<file path="src/rtl/pc_sequencer.sv">
// rtl/pc_sequencer.sv - program counter, phase bit and instruction register; optional macro PC_WRAP_TRAP_EN
module pc_sequencer (
   input  logic        clk,
   input  logic        rst,
   input  logic [1:0]  PS,
   input  logic        NS,
   input  logic        ROM_enable,
   input  logic [7:0]  target_addr,
   input  logic [7:0]  reg_addr,
   input  logic [15:0] rom_data,
   output logic [7:0]  pc,
   output logic [7:0]  pc_plus1,
   output logic        state,
   output logic [15:0] ir,
   output logic        halted,
   output logic        wrap_err
);

   logic [7:0]  pc_q, pc_d;
   logic        state_q, state_d;
   logic [15:0] ir_q, ir_d;
   logic        halted_q, halted_d;
   logic        halt_req;
`ifdef PC_WRAP_TRAP_EN
   logic        wrap_err_q, wrap_err_d;
`endif

   assign pc_plus1 = pc_q + 8'd1;
   assign halt_req = (PS == 2'b00) && !NS && !ROM_enable;

   always_comb begin
      pc_d     = pc_q;
      state_d  = state_q;
      ir_d     = ir_q;
      halted_d = halted_q;
`ifdef PC_WRAP_TRAP_EN
      wrap_err_d = wrap_err_q;
`endif
      // Once halted, nothing but reset moves the sequencer.
      if (!halted_q) begin
         if (halt_req) begin
            halted_d = 1'b1;
         end else begin
            state_d = NS;
            if (ROM_enable)
               ir_d = rom_data;
            case (PS)
               2'b01: begin
`ifdef PC_WRAP_TRAP_EN
                  if (pc_q == 8'hFF) begin
                     wrap_err_d = 1'b1;
                     halted_d   = 1'b1;
                  end else begin
                     pc_d = pc_plus1;
                  end
`else
                  pc_d = pc_plus1;
`endif
               end
               2'b10:   pc_d = target_addr;
               2'b11:   pc_d = reg_addr;
               default: pc_d = pc_q;
            endcase
         end
      end
   end

   always_ff @(posedge clk) begin
      if (rst) begin
         pc_q     <= 8'h00;
         state_q  <= 1'b0;
         ir_q     <= 16'h0000;
         halted_q <= 1'b0;
`ifdef PC_WRAP_TRAP_EN
         wrap_err_q <= 1'b0;
`endif
      end else begin
         pc_q     <= pc_d;
         state_q  <= state_d;
         ir_q     <= ir_d;
         halted_q <= halted_d;
`ifdef PC_WRAP_TRAP_EN
         wrap_err_q <= wrap_err_d;
`endif
      end
   end

   assign pc     = pc_q;
   assign state  = state_q;
   assign ir     = ir_q;
   assign halted = halted_q;
`ifdef PC_WRAP_TRAP_EN
   assign wrap_err = wrap_err_q;
`else
   assign wrap_err = 1'b0;
`endif

endmodule

</file>
<file path="config.mk">
export PLATFORM = sky130hd
export DESIGN_NAME = pc_sequencer
export DESIGN_NICKNAME = d
export VERILOG_FILES = /design/src/rtl/pc_sequencer.sv
export SDC_FILE = /design/constraint.sdc
export NUM_CORES = 1
export LEC_CHECK = 0
export BUFFER_PORTS_ARGS = -buffer_cell sky130_fd_sc_hd__clkbuf_2
export CORE_ASPECT_RATIO = 2
export CORE_MARGIN = 2
export CORE_UTILIZATION = 40
export CTS_CLUSTER_SIZE = 8
export DETAILED_ROUTE_END_ITERATION = 10
export GPL_TIMING_DRIVEN = 0
export MAX_ROUTING_LAYER = met4
export PLACE_DENSITY_LB_ADDON = 0.1
export SYNTH_ARGS = -nofsm -noshare
export SYNTH_HDL_FRONTEND = slang
export SYNTH_SLANG_ARGS = --single-unit
</file>
<file path="constraint.sdc">
create_clock -name clk -period 1.48 [get_ports clk]
set_input_delay 0.074 -clock clk [delete_from_list [all_inputs] [get_ports clk]]
set_output_delay 0.074 -clock clk [all_outputs]
set_load 0.03 [all_outputs]
</file>
==> results.md <==
- Distinct cells, synth: just over 40
- Die area: 4010 um2
- Latest clock arrival within the worst-skew pair: 0.26 ns
- Yosys reg bits: 26
- Gr usage total: 20.4%
- CP Capture Type: primary output
- Switching share of power: between 30% and 40%
- Prevailing post-synth register cell: dfxtp_1
- IO Count: 73
- Hold Slack: 0.0155 ns
- Post-DP HPWL: 2960 um
- Chip width: 45.8 um
- Comb pwr share: 31.5%
- WP data arrival: 1.35 ns
- Clock-pin slew on the worst setup and hold paths: 0.09 ns
- Final wirelength: 3840 um
- Clk buf depth: 2
- Global placement routability congestion: 0.917
- Final Hold Fails: 0
- Clock share of power: 25.2%
- CP Class: reg2out
- Max H-tree Level: 1
- Worst Hold Launch: rom_data[14]
- DR iter-0 viols: 8
- Hold Crit Depth: 3
- Reg2Reg Launch Point: halted$_SDFF_PP0_
- CTS Buf Count: 3
- Most frequent cells in the layout: clkbuf_2 (65), nand2_1 (36), a21oi_1 (25)
- Initial antenna violation count: 0
- Static Leak: 0.000955 uW
- Largest net degree at the start of global routing: 15
- Post-synth EDFFs: 0
- Sink Count: 26
- R2R setup slack: 0.15 ns
- Port bufs: just under 70
- Die height: between 80 and 90 um
- Post-Synthesis Cell Area: 1400 um2
- Setup ws final: 0.0516 ns
- First-pass GRT wire length: 6060 um
- Crit-path max FO: 3
- Yosys warns: 0
- CP required: 1.41 ns
- Final Power: 1820 uW
- Status: finished, final reports clean
- Final nets: 299
- Max Cap Viol: 0
- Post-Synthesis Cells: 179
- Startpoint types: flop
- Starting Density: 41.4%
- Clock Root Buffer: clkbuf_8
- PD cells: 906 nW/um2
- R2r endpoint: ir[11]$_SDFFE_PP0P_
- Path depth of the worst reg2reg path: 6
- Tmin final: 1.43 ns
- Row cnt: 30
- Final Skew: approximately 0.0017 ns
- TritonCTS clock tree: done
- GRT overflow: 0
- Vias per cell: 5.16
- Most common cell after layout, fill and taps aside: clkbuf_2
- Routed via count: 1503
- Drt drc: 0
- Vias in the first global route: about 1400
- Final setup viols: 0
- Register area share after synthesis: 37.2%
- Mean area per synthesized cell: 7.81 um2
- Drt pass-1 iters: 3
- Min-Delay Path Class: in2reg
- Async set-or-reset flop fraction in the synthesized netlist: 0%
- Synthesis-to-finish area growth: 43.4%
- Share of layout cells above drive strength 1: between 40% and 50%
- Hold Path Sink: ir[14]$_SDFFE_PP0P_
- Peak Freq: 700 MHz
- Max IR drop VDD: 0.820 mV
- Sequential power share: approximately 43%
- DP Worst Slack: between 0.06 and 0.07 ns
- RSZ-0062 raised after global routing: true
- Post-DR wirelength/cell: ~13 um
- Antenna viol nets, final: 0
- Syn Nets: 218
- Antenna diodes: 0
- Fin crit share: between 90% and 100%
- Core Area: 3380 um2
- P_int: ~1200 uW
- Switching power: between 600 and 700 uW
- Slew Viols, Final: 0
-- sequential cells by signal, summed over array words and instances, names as in the netlist --
register	flops
ir	16
state	1
halted	1
pc	8
-- Yosys cell counts (2+ instances only) --
library cell | number | area (um2)
and3_1 | 2 | 12.5
buf_2 | 5 | 25.0
clkbuf_1 | 3 | 11.3
nand3_1 | 6 | 30.0
nor2b_1 | 4 | 25.0
a21oi_1 | 25 | 125
xor2_1 | 2 | 17.5
nand2_1 | 37 | 139
nand2b_1 | 5 | 31.3
nor2_1 | 8 | 30.0
o21ai_0 | 3 | 15.0
xnor2_1 | 3 | 26.3
buf_4 | 5 | 37.5
nor3_1 | 8 | 40.0
a21o_1 | 2 | 15.0
o21ai_2 | 2 | 17.5
nor2_4 | 2 | 22.5
a211oi_2 | 2 | 25.0
nor3b_1 | 2 | 15.0
o211ai_1 | 3 | 22.5
inv_1 | 5 | 18.8
dfxtp_1 | 26 | 521
-- worst max-delay path by stage --
stage,startpoint,endpoint,cells after the start
floorplan,pc[3]$_SDFFE_PP0P_,pc[4]$_SDFFE_PP0P_,5
global placement,pc[4]$_SDFFE_PP0P_,pc_plus1[7],4
detailed placement,pc[4]$_SDFFE_PP0P_,pc_plus1[7],4
CTS,pc[5]$_SDFFE_PP0P_,pc_plus1[7],4
global route,pc[1]$_SDFFE_PP0P_,pc_plus1[7],4
finish,pc[3]$_SDFFE_PP0P_,pc_plus1[7],4
-- layout make-up --
type / count / area [um2]
flip-flops and latches: 26 / 544
plain buffers: 13 / 82.6
repair buffers: 77 / 422
clock buffers: 4 / 55.1
fillers: 337 / 1370
multi-input cells: 134 / 843
inverters: 5 / 18.8
well taps: 32 / 40.0
-- what timing repair did --
action                                  in CTS  in global routing
pin swaps                                    4                  2
setup buffers                                8                  0
hold buffers                                 0                  0
resized for setup                           13                 10
endpoints found under the setup margin       4                 14
-- worst max-delay path: stages, from the launching register on --
cell      delay (ns)
dfxtp_4         0.37
nand4_1         0.18
nor2_4          0.19
xnor2_1         0.14
clkbuf_4        0.21
-- stage by stage --
step | TNS, ns | std cells | area, um2 | utilization [%]
5_1_grt | -0.0515 | 291 | 2010 | 59.4
4_1_cts | 0 | 291 | 1980 | 58.5
6_report | 0 | 291 | 2010 | 59.4
3_3_place_gp | 0 | 280 | 1830 | 54.2
2_1_floorplan | -0.00505 | 179 | 1450 | -
3_5_place_dp | 0 | 280 | 1830 | 54.2
-- kinds of logic after synthesis --
kind of cell | Yosys count | synth area share (%)
DFF | 26 | 37.2
adders and majority gates | 1 | 0.894
buffers and inverters | 19 | 7.42
muxes | 1 | 0.716
AOI/OAI and AO/OA | 44 | 20.6
xor gates and xnor gates | 6 | 4.29
other | 1 | 0.268
and+or+nand+nor | 81 | 28.6
-- routing by layer --
| layer | GRT usage (%) | vias to the layer above | part of all wire [%] |
|---|---|---|---|
| met5 | - | - | 0 |
| met4 | 8.05 | 0 | 1.3 |
| met3 | 1.86 | 4 | 3.3 |
| met2 | 38.2 | 42 | 58 |
| met1 | 20.2 | 691 | 37 |
| li1 | - | 766 | - |
-- power by group through the flow --
| stage | logic (uW) | clock network, uW | registers, uW |
|---|---|---|---|
| 2_1_floorplan | 274 | 0 | 904 |
| 3_3_place_gp | 523 | 0 | 813 |
| 3_5_place_dp | 524 | 0 | 814 |
| 4_1_cts | 570 | 469 | 785 |
| 5_1_grt | 622 | 489 | 792 |
| 6_report | 572 | 459 | 786 |
(Power assumes the default switching activity.)
